--- src/rtl/btb_pkg.sv ---
// Shared types for the BTB update sequencer.
// Holds the sweep FSM encoding and the two queued-request bundles.
package btb_pkg;

    localparam int BTB_IDX_W = 8;
    localparam int BTB_WAYS  = 4;

    typedef enum logic {
        INIT = 1'b0,
        RUN  = 1'b1
    } btb_ctl_state_e;

    typedef struct packed {
        logic [2:0]  brpos;
        logic [1:0]  brtyp;
        logic [1:0]  rasctl;
        logic [63:0] brpc;
        logic [63:0] brtar;
    } btb_sp_ent_t;

    typedef struct packed {
        logic        brdir;
        logic [63:0] brpc;
    } btb_rt_ent_t;

endpackage

--- src/rtl/btb_upd_ctrl_if.sv ---
// Request-side handshakes into the BTB update sequencer.
// master: fetch1 allocate / retire update sources; slave: sequencer.
interface btb_upd_ctrl_if;

    logic        sp_req;
    logic [2:0]  sp_brpos;
    logic [1:0]  sp_brtyp;
    logic [1:0]  sp_rasctl;
    logic [63:0] sp_brpc;
    logic [63:0] sp_brtar;
    logic        sp_rdy;

    logic        rt_req;
    logic        rt_brdir;
    logic [63:0] rt_brpc;
    logic        rt_rdy;

    modport master (
        output sp_req, sp_brpos, sp_brtyp, sp_rasctl,
        output sp_brpc, sp_brtar,
        input  sp_rdy,
        output rt_req, rt_brdir, rt_brpc,
        input  rt_rdy
    );

    modport slave (
        input  sp_req, sp_brpos, sp_brtyp, sp_rasctl,
        input  sp_brpc, sp_brtar,
        output sp_rdy,
        input  rt_req, rt_brdir, rt_brpc,
        output rt_rdy
    );

endinterface

--- src/rtl/btb_upd_fifo.sv ---
// Small synchronous FIFO with clear and in-place tail overwrite.
// Caller guarantees no pop when empty and no push when full.
module btb_upd_fifo #(
    parameter int W     = 8,
    parameter int DEPTH = 4
) (
    input  logic         clock,
    input  logic         reset_n,
    input  logic         clr_i,
    input  logic         push_i,
    input  logic [W-1:0] push_data_i,
    input  logic         pop_i,
    input  logic         ovw_i,
    input  logic [W-1:0] ovw_data_i,
    output logic         full_o,
    output logic         empty_o,
    output logic         single_o,
    output logic [W-1:0] head_o,
    output logic [W-1:0] tail_o
);

    localparam int AW = $clog2(DEPTH);
    localparam int CW = AW + 1;

    logic [W-1:0]  mem_q [DEPTH];
    logic [AW-1:0] wp_q, wp_d;
    logic [AW-1:0] rp_q, rp_d;
    logic [AW-1:0] tp;
    logic [CW-1:0] cnt_q, cnt_d;

    assign tp       = wp_q - AW'(1);
    assign full_o   = cnt_q == CW'(DEPTH);
    assign empty_o  = cnt_q == '0;
    assign single_o = cnt_q == CW'(1);
    assign head_o   = mem_q[rp_q];
    assign tail_o   = mem_q[tp];

    always_comb begin
        wp_d  = wp_q;
        rp_d  = rp_q;
        cnt_d = cnt_q;
        if (clr_i) begin
            wp_d  = '0;
            rp_d  = '0;
            cnt_d = '0;
        end else begin
            if (push_i) wp_d = wp_q + AW'(1);
            if (pop_i)  rp_d = rp_q + AW'(1);
            if (push_i && !pop_i) cnt_d = cnt_q + CW'(1);
            if (pop_i && !push_i) cnt_d = cnt_q - CW'(1);
        end
    end

    always_ff @(posedge clock or negedge reset_n) begin
        if (!reset_n) begin
            wp_q  <= '0;
            rp_q  <= '0;
            cnt_q <= '0;
        end else begin
            wp_q  <= wp_d;
            rp_q  <= rp_d;
            cnt_q <= cnt_d;
        end
    end

    // Storage needs no reset: occupancy gates every read.
    always_ff @(posedge clock) begin
        if (push_i && !clr_i) mem_q[wp_q] <= push_data_i;
        if (ovw_i && !clr_i)  mem_q[tp]   <= ovw_data_i;
    end

endmodule

--- src/rtl/btb_upd_ctrl.sv ---
// BTB update sequencer: queues allocate and retire updates, orders them
// per PC, and sweeps the whole array invalid after reset or flush.
module btb_upd_ctrl
    import btb_pkg::*;
#(
    parameter int SP_DEPTH = 4,
    parameter int RT_DEPTH = 4,
    parameter int IDX_W    = BTB_IDX_W
) (
    input  logic             clock,
    input  logic             reset_n,
    input  logic             flush_i,
    btb_upd_ctrl_if.slave    req_if,
    output logic             btb_sp_we_o,
    output logic [2:0]       btb_sp_brpos_o,
    output logic [1:0]       btb_sp_brtyp_o,
    output logic [1:0]       btb_sp_rasctl_o,
    output logic [63:0]      btb_sp_brpc_o,
    output logic [63:0]      btb_sp_brtar_o,
    output logic             btb_rt_we_o,
    output logic             btb_rt_brdir_o,
    output logic [63:0]      btb_rt_brpc_o,
    output logic             btb_inv_we_o,
    output logic [IDX_W-1:0] btb_inv_idx_o,
    output logic             btb_rd_block_o,
    output logic             busy_o
);

    localparam logic [IDX_W-1:0] IDX_MAX = '1;

    btb_ctl_state_e   state_q, state_d;
    logic [IDX_W-1:0] cnt_q, cnt_d;
    logic [IDX_W-1:0] inv_idx_q, inv_idx_d;
    logic             inv_we_q, inv_we_d;

    btb_sp_ent_t sp_in, sp_head, sp_tail, sp_out_q;
    btb_rt_ent_t rt_in, rt_head, rt_tail_unused, rt_out_q;
    logic        sp_we_q, rt_we_q;
    logic        sp_full, sp_empty, sp_single;
    logic        rt_full, rt_empty, rt_single_unused;
    logic        run, go, hazard, coal;
    logic        sp_pop, rt_pop, sp_acc, rt_acc;

    assign run = state_q == RUN;
    assign go  = run & ~flush_i;

    assign sp_in = '{
        brpos:  req_if.sp_brpos,
        brtyp:  req_if.sp_brtyp,
        rasctl: req_if.sp_rasctl,
        brpc:   req_if.sp_brpc,
        brtar:  req_if.sp_brtar
    };
    assign rt_in = '{brdir: req_if.rt_brdir, brpc: req_if.rt_brpc};

    // Retire update waits while its allocation is still ahead of it.
    assign hazard = ~sp_empty & ~rt_empty
                  & (sp_head.brpc == rt_head.brpc);
    assign sp_pop = go & ~sp_empty;
    assign rt_pop = go & ~rt_empty & ~hazard;

    assign coal = ~sp_empty
                & (req_if.sp_brpc == sp_tail.brpc)
                & ~(sp_pop & sp_single);

    assign req_if.sp_rdy = go & (~sp_full | coal);
    assign req_if.rt_rdy = go & ~rt_full;
    assign sp_acc = req_if.sp_req & req_if.sp_rdy;
    assign rt_acc = req_if.rt_req & req_if.rt_rdy;

    btb_upd_fifo #(
        .W     ($bits(btb_sp_ent_t)),
        .DEPTH (SP_DEPTH)
    ) u_sp_fifo (
        .clock       (clock),
        .reset_n     (reset_n),
        .clr_i       (flush_i),
        .push_i      (sp_acc & ~coal),
        .push_data_i (sp_in),
        .pop_i       (sp_pop),
        .ovw_i       (sp_acc & coal),
        .ovw_data_i  (sp_in),
        .full_o      (sp_full),
        .empty_o     (sp_empty),
        .single_o    (sp_single),
        .head_o      (sp_head),
        .tail_o      (sp_tail)
    );

    btb_upd_fifo #(
        .W     ($bits(btb_rt_ent_t)),
        .DEPTH (RT_DEPTH)
    ) u_rt_fifo (
        .clock       (clock),
        .reset_n     (reset_n),
        .clr_i       (flush_i),
        .push_i      (rt_acc),
        .push_data_i (rt_in),
        .pop_i       (rt_pop),
        .ovw_i       (1'b0),
        .ovw_data_i  ('0),
        .full_o      (rt_full),
        .empty_o     (rt_empty),
        .single_o    (rt_single_unused),
        .head_o      (rt_head),
        .tail_o      (rt_tail_unused)
    );

    // Sweep ends once the last set index is visible on the port.
    always_comb begin
        state_d   = state_q;
        cnt_d     = cnt_q;
        inv_we_d  = 1'b0;
        inv_idx_d = inv_idx_q;
        unique case (state_q)
            INIT: begin
                if (flush_i) begin
                    cnt_d = '0;
                end else if (inv_we_q && inv_idx_q == IDX_MAX) begin
                    state_d = RUN;
                end else begin
                    inv_we_d  = 1'b1;
                    inv_idx_d = cnt_q;
                    cnt_d     = cnt_q + 1'b1;
                end
            end
            RUN: begin
                if (flush_i) begin
                    state_d = INIT;
                    cnt_d   = '0;
                end
            end
            default: state_d = INIT;
        endcase
    end

    always_ff @(posedge clock or negedge reset_n) begin
        if (!reset_n) begin
            state_q   <= INIT;
            cnt_q     <= '0;
            inv_we_q  <= 1'b0;
            inv_idx_q <= '0;
        end else begin
            state_q   <= state_d;
            cnt_q     <= cnt_d;
            inv_we_q  <= inv_we_d;
            inv_idx_q <= inv_idx_d;
        end
    end

    always_ff @(posedge clock or negedge reset_n) begin
        if (!reset_n) begin
            sp_we_q  <= 1'b0;
            rt_we_q  <= 1'b0;
            sp_out_q <= '0;
            rt_out_q <= '0;
        end else begin
            sp_we_q <= sp_pop;
            rt_we_q <= rt_pop;
            if (sp_pop) sp_out_q <= sp_head;
            if (rt_pop) rt_out_q <= rt_head;
        end
    end

    assign btb_sp_we_o     = sp_we_q;
    assign btb_sp_brpos_o  = sp_out_q.brpos;
    assign btb_sp_brtyp_o  = sp_out_q.brtyp;
    assign btb_sp_rasctl_o = sp_out_q.rasctl;
    assign btb_sp_brpc_o   = sp_out_q.brpc;
    assign btb_sp_brtar_o  = sp_out_q.brtar;
    assign btb_rt_we_o     = rt_we_q;
    assign btb_rt_brdir_o  = rt_out_q.brdir;
    assign btb_rt_brpc_o   = rt_out_q.brpc;
    assign btb_inv_we_o    = inv_we_q;
    assign btb_inv_idx_o   = inv_idx_q;
    assign btb_rd_block_o  = ~run;
    assign busy_o = ~run | ~sp_empty | ~rt_empty | sp_we_q | rt_we_q;

endmodule

--- src/flat_wrapper.sv ---
// flat-port wrapper written by rule: the top's interface ports become plain ports
module btb_upd_ctrl_flat import btb_pkg::*;
#(
    parameter int SP_DEPTH = 4,
    parameter int RT_DEPTH = 4,
    parameter int IDX_W    = BTB_IDX_W
)
  (clock, reset_n, flush_i, btb_sp_we_o, btb_sp_brpos_o, btb_sp_brtyp_o, btb_sp_rasctl_o, btb_sp_brpc_o, btb_sp_brtar_o, btb_rt_we_o, btb_rt_brdir_o, btb_rt_brpc_o, btb_inv_we_o, btb_inv_idx_o, btb_rd_block_o, busy_o, req_if_sp_req, req_if_sp_brpos, req_if_sp_brtyp, req_if_sp_rasctl, req_if_sp_brpc, req_if_sp_brtar, req_if_sp_rdy, req_if_rt_req, req_if_rt_brdir, req_if_rt_brpc, req_if_rt_rdy);
  btb_upd_ctrl_if req_if_i ();
  input  logic clock;
  input  logic reset_n;
  input  logic flush_i;
  output logic btb_sp_we_o;
  output logic [2:0] btb_sp_brpos_o;
  output logic [1:0] btb_sp_brtyp_o;
  output logic [1:0] btb_sp_rasctl_o;
  output logic [63:0] btb_sp_brpc_o;
  output logic [63:0] btb_sp_brtar_o;
  output logic btb_rt_we_o;
  output logic btb_rt_brdir_o;
  output logic [63:0] btb_rt_brpc_o;
  output logic btb_inv_we_o;
  output logic [IDX_W-1:0] btb_inv_idx_o;
  output logic btb_rd_block_o;
  output logic busy_o;
  input wire logic [$bits(req_if_i.sp_req)-1:0] req_if_sp_req;
  input wire logic [$bits(req_if_i.sp_brpos)-1:0] req_if_sp_brpos;
  input wire logic [$bits(req_if_i.sp_brtyp)-1:0] req_if_sp_brtyp;
  input wire logic [$bits(req_if_i.sp_rasctl)-1:0] req_if_sp_rasctl;
  input wire logic [$bits(req_if_i.sp_brpc)-1:0] req_if_sp_brpc;
  input wire logic [$bits(req_if_i.sp_brtar)-1:0] req_if_sp_brtar;
  output wire logic [$bits(req_if_i.sp_rdy)-1:0] req_if_sp_rdy;
  input wire logic [$bits(req_if_i.rt_req)-1:0] req_if_rt_req;
  input wire logic [$bits(req_if_i.rt_brdir)-1:0] req_if_rt_brdir;
  input wire logic [$bits(req_if_i.rt_brpc)-1:0] req_if_rt_brpc;
  output wire logic [$bits(req_if_i.rt_rdy)-1:0] req_if_rt_rdy;
  assign req_if_i.sp_req = req_if_sp_req;
  assign req_if_i.sp_brpos = req_if_sp_brpos;
  assign req_if_i.sp_brtyp = req_if_sp_brtyp;
  assign req_if_i.sp_rasctl = req_if_sp_rasctl;
  assign req_if_i.sp_brpc = req_if_sp_brpc;
  assign req_if_i.sp_brtar = req_if_sp_brtar;
  assign req_if_sp_rdy = req_if_i.sp_rdy;
  assign req_if_i.rt_req = req_if_rt_req;
  assign req_if_i.rt_brdir = req_if_rt_brdir;
  assign req_if_i.rt_brpc = req_if_rt_brpc;
  assign req_if_rt_rdy = req_if_i.rt_rdy;
  btb_upd_ctrl #(.SP_DEPTH(SP_DEPTH), .RT_DEPTH(RT_DEPTH), .IDX_W(IDX_W)) u_core (.clock(clock), .reset_n(reset_n), .flush_i(flush_i), .req_if(req_if_i), .btb_sp_we_o(btb_sp_we_o), .btb_sp_brpos_o(btb_sp_brpos_o), .btb_sp_brtyp_o(btb_sp_brtyp_o), .btb_sp_rasctl_o(btb_sp_rasctl_o), .btb_sp_brpc_o(btb_sp_brpc_o), .btb_sp_brtar_o(btb_sp_brtar_o), .btb_rt_we_o(btb_rt_we_o), .btb_rt_brdir_o(btb_rt_brdir_o), .btb_rt_brpc_o(btb_rt_brpc_o), .btb_inv_we_o(btb_inv_we_o), .btb_inv_idx_o(btb_inv_idx_o), .btb_rd_block_o(btb_rd_block_o), .busy_o(busy_o));
endmodule
--- config.mk ---
export PLATFORM = sky130hd
export DESIGN_NAME = btb_upd_ctrl_flat
export DESIGN_NICKNAME = d
export VERILOG_FILES = /design/src/rtl/btb_pkg.sv /design/src/rtl/btb_upd_ctrl_if.sv /design/src/rtl/btb_upd_fifo.sv /design/src/rtl/btb_upd_ctrl.sv /design/src/flat_wrapper.sv
export SDC_FILE = /design/constraint.sdc
export NUM_CORES = 1
export LEC_CHECK = 0
export ABC_AREA = 0
export BUFFER_PORTS_ARGS = -buffer_cell sky130_fd_sc_hd__buf_2
export CELL_PAD_IN_SITES_DETAIL_PLACEMENT = 0
export CELL_PAD_IN_SITES_GLOBAL_PLACEMENT = 2
export CORE_UTILIZATION = 48
export CTS_CLUSTER_DIAMETER = 150
export DETAILED_ROUTE_END_ITERATION = 12
export PLACE_DENSITY_LB_ADDON = 0.1
export SETUP_SLACK_MARGIN = 0.2
export SLEW_MARGIN = 10
export SYNTH_ARGS = -nofsm -noshare
export SYNTH_HDL_FRONTEND = slang
export SYNTH_SLANG_ARGS = --single-unit
--- constraint.sdc ---
create_clock -name clock -period 31.7 [get_ports clock]
set_clock_uncertainty 0.2 [all_clocks]
set_input_delay 6.34 -clock clock [delete_from_list [all_inputs] [get_ports clock]]
set_output_delay 6.34 -clock clock [all_outputs]
set_load 0.01 [all_outputs]
==> out/qor_table.md, run 1 <==
| Result | Value | Unit |
|:---|:---|:---|
| Number of global-route vias before repair | 22561 | - |
| Critical path arrival | 9.12 | ns |
| Leakage | 18.0 | nW |
| Area of the mapped netlist | 41300 | um^2 |
| Detailed Routing Iterations Pass 1 | 5 | - |
| Setup repair after global routing missed its margin | no | - |
| Cell with the most instances after synthesis | edfxtp_1 | - |
| Sort of element at the start of the critical path | primary input | - |
| Overall power consumption | 2.84 | mW |
| Gpl congestion | 0.798 | - |
| Overall global routing resource usage | 24.9 | % |
| Root cell of the clock tree | clkbuf_16 | - |
| Number of cells in the design after placement | 3725 | - |
| Synth area leaders | edfxtp_1 58%, dfrtp_1 14%, mux4_2 14%, nand2_1 3.8%, xnor2_1 2.5% | - |
| Path type of the worst min-delay path | reg2reg | - |
| Pin count of the biggest net entering global routing | 126 | - |
| Number of antenna violations at the first check in global routing | 39 | - |
| FF-to-FF Start | u_core.u_sp_fifo.wp_q[1]$_DFFE_PN0P_ | - |
| Max-cap violation count | 0 | - |
| Top FF cell, synth | edfxtp_1 | - |
| CTS Sinks | 1034 | - |
| Transition time at the pin with the least slew margin | 1.13 | ns |
| CP endpoint kind | output pin | - |
| Maximum clock rate | 63.9 | MHz |
| Number of instances in the synthesized netlist | 2236 | - |
| Multi-input gate area | 10900 | um^2 |
| Remaining DRCs | 0 | - |
| Y dimension of the die | 295 | um |
| Standard-cell row count | 107 | - |
| Worst-path fanout max | 8 | - |
| Library cells used by synthesis | 59 | - |
| Per-cell routed wire length | 27.3 | um |
| Fraction of layout cells with a size suffix above 1 | 34.5 | % |
| Remaining global-route overflow | 0 | - |
| Die area | 87200 | um^2 |
| Final cell utilization of the core | 56.8 | % |
| Post-DRT Antenna Nets | 0 | - |
| Number of synthesized flops with an enable pin | 800 | - |
| Post-synth top area cell | edfxtp_1 | - |
| Clock tree from TritonCTS | done | - |
| IO buf count | 419 | - |
| Power density over cell area | 58.8 | nW/um^2 |
| Resized cells post-CTS | 0 | - |
| Worst skew pair latency | 0.66 | ns |
| Starting DRT DRC Count | 1755 | - |
| Async SR Flop Fraction | 22.6 | % |
| Synth-to-layout area growth | 17.1 | % |
| Top cell type's share of synthesized area | 58.2 | % |
| Worst supply voltage drop on vdd | 0.0525 | mV |
| Most frequent cells after synthesis | 800 x edfxtp_1, 419 x nand2_1, 256 x mux4_2 | - |
| Synthesis warning total | 0 | - |
| Sum Neg Setup Slack | 0 | ns |
| Total via count in the routed design | 21935 | - |
| Initial cell density of the core | 48.5 | % |
| Final hold violation count | 0 | - |
| Synth Area per Inst | 18.5 | um^2 |
| Hold buffers post-CTS | 0 | - |
| Number of H-tree levels | 3 | - |
| Grt met3 use | 5.82 | % |
| I/O pin total | 420 | - |
| Post-synthesis net count | 2451 | - |
| Maximum clock insertion buffer count | 3 | - |
| HPWL after detailed placement | 69400 | um |
| Final setup viols | 0 | - |
| Share of synthesized area occupied by flip-flops and latches | 72.4 | % |
| Final Max Tran Viols | 0 | - |
| Total CTS buffers | 106 | - |
| Core outline area | 85100 | um^2 |
| Worst Hold Launch | u_core.btb_sp_brtar_o[29]$_DFFE_PN0P_ | - |
| Total Nets Final | 2904 | - |
| Post-route cell area | 48300 | um^2 |
| Combined flip-flop and latch cell area | 29900 | um^2 |
| Pre-CTS setup slack | 16.06 | ns |
| Global Route met1 Usage | 32.7 | % |
| Final hold slack | 0.267 | ns |
| Count of buffers added by post-CTS timing repair for setup | 0 | - |
| Peak-usage layer in the global routing report | met2 | - |
| Clock slew seen by the registers of the worst setup and hold paths | 0.06 | ns |
| Layout filler cell count | 6664 | - |
| Critical path startpoint | req_if_sp_brpc[53] | - |
| Met2 Usage GRT | 40.2 | % |
| First-pass GRT wire length | 155000 | um |
| Result of the run | finished, final reports clean | - |
| Detailed-route wire length | 107000 | um |
| Kind of critical path | in2out | - |
| Total placed instance area | 44600 | um^2 |
| Number of register bits inferred by synthesis | 1034 | - |
| Final worst path period share | 49.4 | % |
| Critical Path RT | 25.16 | ns |
| Width of the die | 295 | um |
| Tmin final | 15.66 | ns |
| Worst rel slew slack | 24.4 | % |
| Final setup slack of the worst path | 16.04 | ns |
| Non-filler cells in the finished layout | 3936 | - |
| Average via count per standard cell | 5.57 | - |
## layout make-up
class                      count  share of cell area [%]
sequential                  1034                    61.9
inverter                      22                   0.179
clock inverter                60                    1.63
timing repair buffer         448                    4.84
multi-input combinational   1077                    22.5
antenna                       10                  0.0518
clock buffer                 141                    6.01
tap                         1144                    2.96
## worst max-delay path: stages
cell and delay [ns]:
buf_2 0.15, a221oi_1 0.44, o2111ai_1 0.26, nor4_1 0.75
o2111a_1 0.33, and2_0 0.39, nor2_1 0.16, nor2_1 0.12
buf_2 0.17
## where the power goes
part	internal, mW	switching (mW)
clock	0.792	0.520
sequential	1.47	0.00409
combinational	0.0216	0.0378
total	2.28	0.562
## sequential cells by signal (all words and copies together), names as in the netlist
signal	count
u_core.btb_inv_idx_o	8
u_core.btb_inv_we_o	1
u_core.btb_rt_brdir_o	1
u_core.btb_rt_brpc_o	64
u_core.btb_rt_we_o	1
u_core.btb_sp_brpc_o	64
u_core.btb_sp_brpos_o	3
u_core.btb_sp_brtar_o	64
u_core.btb_sp_brtyp_o	2
u_core.btb_sp_rasctl_o	2
u_core.btb_sp_we_o	1
u_core.cnt_q	8
u_core.run	1
u_core.u_rt_fifo.cnt_q	3
u_core.u_rt_fifo.mem_q	260
u_core.u_rt_fifo.rp_q	2
u_core.u_rt_fifo.wp_q	2
u_core.u_sp_fifo.cnt_q	3
u_core.u_sp_fifo.mem_q	540
u_core.u_sp_fifo.rp_q	2
u_core.u_sp_fifo.wp_q	2
## path summary, 6_finish.rpt
kind,end,slack (ns),cells after the start
worst max-delay path,req_if_sp_rdy,16.04,9
min in group asynchronous,u_core.btb_rt_brpc_o[28]$_DFFE_PN0P_,5.57,1
worst min-delay path,u_core.btb_sp_brtar_o[29]$_DFFE_PN0P_,0.27,2
worst max register to register,u_core.u_sp_fifo.mem_q[1][114]$_DFFE_PP_,23.73,12
max in group asynchronous,u_core.u_rt_fifo.rp_q[0]$_DFFE_PN0P_,24.22,2
worst min register to register,u_core.btb_sp_brtar_o[29]$_DFFE_PN0P_,0.27,2
## kinds of logic (layout without fill, tap and decap cells)
kind of cell             count (synthesis)  count (layout)  share of synthesized area (%)
XOR/XNOR                               131             131                           2.78
flip-flops                            1034            1034                           72.4
AO/OA/AOI/OAI                           50              50                          0.885
buffers and inverters                  125             671                           1.42
adder cells (fa/ha/maj)                 11              11                          0.345
AND/OR/NAND/NOR                        532             532                           5.32
other                                    0              10                              0
multiplexers                           353             353                           16.9
## cell usage in the layout, fill, tap and decap left out, types with 4 or more instances in the layout
cell type   count
a21oi_1         7
nor2_1         33
dfrtp_1       228
xnor2_1       117
nor4_1         10
nor2b_1         6
dfrtp_4         4
clkbuf_16     108
clkinvlp_4      4
diode_2        10
clkinv_2       20
inv_1          19
o22ai_1         7
nand2_1       418
buf_4          28
nand4_1        25
ha_1            9
clkinv_1       16
edfxtp_1      800
buf_2         418
nand2b_1       11
mux2_4         37
mux4_2        256
and3_2          4
clkbuf_8        8
bufinv_16      18
xor2_1         14
mux2_2         39
o21ai_0         8
clkbuf_1       25
mux2i_1        21
nand3_1         9
## layer usage
layer / vias up / part of all wire [%]
li1: 9553 / -
met1: 11506 / 40
met2: 639 / 49
met3: 193 / 6.7
met4: 44 / 3.6
met5: - / 0.28
Note: power is estimated with default switching activity, not from simulation.
==> run 2: changes to the inputs <==
--- a/config.mk
+++ b/config.mk
@@ -9,7 +9,7 @@
 export BUFFER_PORTS_ARGS = -buffer_cell sky130_fd_sc_hd__buf_2
 export CELL_PAD_IN_SITES_DETAIL_PLACEMENT = 0
 export CELL_PAD_IN_SITES_GLOBAL_PLACEMENT = 2
-export CORE_UTILIZATION = 48
+export CORE_UTILIZATION = 44
 export CTS_CLUSTER_DIAMETER = 150
 export DETAILED_ROUTE_END_ITERATION = 12
 export PLACE_DENSITY_LB_ADDON = 0.1
==> constraint.sdc (replaced) <==
create_clock -name clock -period 14.56 [get_ports clock]
set_clock_uncertainty 0.2 [all_clocks]
set_input_delay 2.912 -clock clock [delete_from_list [all_inputs] [get_ports clock]]
set_output_delay 2.912 -clock clock [all_outputs]
set_load 0.01 [all_outputs]
==> run 2 against run 1 <==
Power increased by 110%. Via count about the same. Sequential cell count unchanged. Sequential power increased by 120%. Sequential share of layout area decreased by 0.069 points. Non-clock buffer count increased by 1. Clock power increased by 110%. Final cell count increased by 2.7%. Design area increased by 0.11%. Clock-buffer cell count increased by 22.
==> out/qor_table.md, run 2 (synthesized netlist as in run 1, its figures left out) <==
| Result | Value | Unit | Delta |
|:---|:---|:---|:---|
| Result of the run | finished, final reports clean | - |  |
| Largest Register | u_core.u_sp_fifo.mem_q | - |  |
| Standard-cell row count | 111 | - | +3.7% |
| Final hold slack | 0.267 | ns | -0.000600 ns |
| Design internal power | 4.88 | mW | +110% |
| Remaining global-route overflow | 0 | - | unchanged |
| Final cell utilization of the core | 52.4 | % | -4.4 points |
| FF-to-FF Start | u_core.u_sp_fifo.wp_q[1]$_DFFE_PN0P_ | - |  |
| CP endpoint kind | output pin | - |  |
| Reg2reg path depth | 11 | - | -1 |
| Total CTS buffers | 111 | - | +4.7% |
| Combinational group share of total power | 2.2 | % | about the same |
| Kind of critical path | in2out | - |  |
| Post-DRT Antenna Nets | 0 | - | unchanged |
| Per-cell routed wire length | 27.1 | um | -0.51% |
| HPWL after detailed placement | 71000 | um | +2.2% |
| I/O pin total | 420 | - | unchanged |
| Critical path arrival | 5.47 | ns | -3.65 ns |
| Number of H-tree levels | 3 | - | unchanged |
| Worst supply voltage drop on vdd | 0.105 | mV | +100% |
| Y dimension of the die | 308 | um | +4.4% |
| Clock slew seen by the registers of the worst setup and hold paths | 0.06 | ns | about the same |
| Instance count along the most critical hold path | 2 | - | unchanged |
| Die area | 95100 | um^2 | +9.0% |
| Fraction of layout cells with a size suffix above 1 | 34.5 | % | about the same |
| Root cell of the clock tree | clkbuf_16 | - |  |
| Worst skew pair latency | 0.68 | ns | +0.02 ns |
| Final setup viols | 0 | - | unchanged |
| Switching part of the total power | 20.2 | % | +0.41 points |
| Clock tree from TritonCTS | done | - |  |
| Total via count in the routed design | 21934 | - | -0.0046% |
| Critical R2R Capture | u_core.u_sp_fifo.mem_q[0][107]$_DFFE_PP_ | - |  |
| Pin count of the biggest net entering global routing | 117 | - | -7.1% |
| Share of power burned in the clock network | 45.4 | % | -0.7 points |
| Worst-path fanout max | 6 | - | -2 |
| Leakage | 18.0 | nW | about the same |
| Worst Hold Launch | u_core.btb_sp_brtar_o[45]$_DFFE_PN0P_ | - |  |
| Sort of element at the start of the critical path | primary input | - |  |
| Starting DRT DRC Count | 1683 | - | -4.1% |
| Resized cells post-CTS | 0 | - | unchanged |
| CTS Sinks | 1034 | - | unchanged |
| Terminating pin of the worst hold path | u_core.btb_sp_brtar_o[45]$_DFFE_PN0P_ | - |  |
| Top library cells by usage in the layout, fill and taps aside | 800 x edfxtp_1, 418 x nand2_1, 418 x buf_2 | - |  |
| Maximum clock insertion buffer count | 3 | - | unchanged |
| Worst rel slew slack | 27.3 | % | +3.0 points |
| Final hold violation count | 0 | - | unchanged |
| Switching power total | 1.23 | mW | +120% |
| Initial cell density of the core | 44.7 | % | -3.8 points |
| Hold buffers post-CTS | 0 | - | unchanged |
| First-pass GRT wire length | 160000 | um | +3.0% |
| Max-cap violation count | 0 | - | unchanged |
| Core outline area | 92400 | um^2 | +8.5% |
| Sum Neg Setup Slack | 0 | ns | unchanged |
| Setup repair after global routing missed its margin | no | - |  |
| Reg-to-reg setup timing slack | 7.52 | ns | -16.21 ns |
| Final worst path period share | 58.9 | % |  |
| Path type of the worst min-delay path | reg2reg | - |  |
| Gpl congestion | 0.805 | - | +0.81% |
| Most frequent standard cell in the layout excluding fill and tap cells | edfxtp_1 | - |  |
| Sequential group share of total power | 52.5 | % | +0.7 points |
| Final Max Tran Viols | 0 | - | unchanged |
| Power density over cell area | 126 | nW/um^2 | +110% |
| Transition time at the pin with the least slew margin | 1.09 | ns | -0.0443 ns |
| Average via count per standard cell | 5.42 | - | -2.7% |
| Maximum clock rate | 117 | MHz |  |
| Flip-flop count of the largest register after layout | 540 | - | unchanged |
| Remaining DRCs | 0 | - | unchanged |
| Overall global routing resource usage | 23.4 | % | -1.5 points |
| Critical Path RT | 11.45 | ns | -13.71 ns |
| Synth-to-layout area growth | 17.2 | % |  |
| Number of antenna violations at the first check in global routing | 45 | - | +15% |
| Width of the die | 308 | um | +4.4% |
| Detailed Routing Iterations Pass 1 | 7 | - | +2 |
| Tmin final | 8.58 | ns |  |
| IO buf count | 419 | - | unchanged |
| Count of buffers added by post-CTS timing repair for setup | 0 | - | unchanged |
| Number of global-route vias before repair | 22987 | - | +1.9% |
| Detailed-route wire length | 110000 | um | +2.2% |
| Total Nets Final | 2910 | - | +0.21% |
| Regs by FF count | u_core.u_sp_fifo.mem_q x540, u_core.u_rt_fifo.mem_q x260 | - |  |
## run 2: cell count changes in the layout (fill, tap and decap cells not counted), moves of 2 or more
cell and delta:
clkbuf_1 +9, inv_16 -2, clkbuf_16 +6, clkinvlp_4 -4, clkinv_1 -2, bufinv_16 -11, clkbuf_8 +7, clkinv_2 +5
## run 2: layout make-up
cell class,instances,area [um^2]
multi-input cells,1077,10900
fillers,7543,44000
well taps,1243,1560
diodes,9,22.5
repair buffers,449,2360
clock inverters,47,413
flip-flops and latches,1034,29900
clock buffers,163,3190
inverters,22,86.3
## run 2: metal layers
| metal | vias up | share of wire [%] | GRT usage, % |
|---|---|---|---|
| met5 | - | 0.28 | 0 |
| met4 | 48 | 2.6 | 5.98 |
| met3 | 214 | 6.2 | 5.64 |
| met2 | 643 | 50 | 38.4 |
| met1 | 11482 | 41 | 31.4 |
| li1 | 9547 | - | - |
## run 2: metrics by stage
| stage | instances | total power, mW | worst slack (ns) | area [um^2] |
|---|---|---|---|---|
| after detailed placement | 3825 | 3.40 | 6.00 | 44800 |
| final | 4044 | 6.11 | 5.98 | 48400 |
| after floorplan | 2236 | 3.30 | 2.94 | 41300 |
| after global placement | 3825 | 3.39 | 6.02 | 44800 |
| after CTS | 4035 | 6.17 | 5.98 | 48400 |
| after global routing | 4040 | 6.29 | 5.69 | 48400 |
## run 2: power by group through the flow
stage	registers, mW	clock network [mW]	logic [mW]
after floorplan	3.27	0	0.0328
after global placement	3.26	0	0.128
after detailed placement	3.26	0	0.134
after CTS	3.20	2.83	0.135
after global routing	3.20	2.94	0.147
final	3.20	2.77	0.132
## run 2: worst max path at each step
stage,start,to,slack (ns),cells after the start
global route,u_core.u_sp_fifo.wp_q[1]$_DFFE_PN0P_,req_if_sp_rdy,5.69,10
floorplan,req_if_sp_brpc[53],u_core.u_sp_fifo.mem_q[3][0]$_DFFE_PP_,2.94,7
CTS,u_core.u_sp_fifo.wp_q[1]$_DFFE_PN0P_,req_if_sp_rdy,5.98,10
finish,req_if_sp_brpc[17],req_if_sp_rdy,5.98,10
global placement,req_if_sp_brpc[17],req_if_sp_rdy,6.02,10
detailed placement,req_if_sp_brpc[53],req_if_sp_rdy,6.00,9
## run 2: worst max-delay path, stage by stage
cell and delay (ns):
buf_2 0.14, inv_1 0.07, a222oi_1 0.33, o2111ai_1 0.21
nor4_1 0.73, o2111a_1 0.34, and2_0 0.31, nor2_1 0.12
nor2_1 0.10, buf_2 0.18
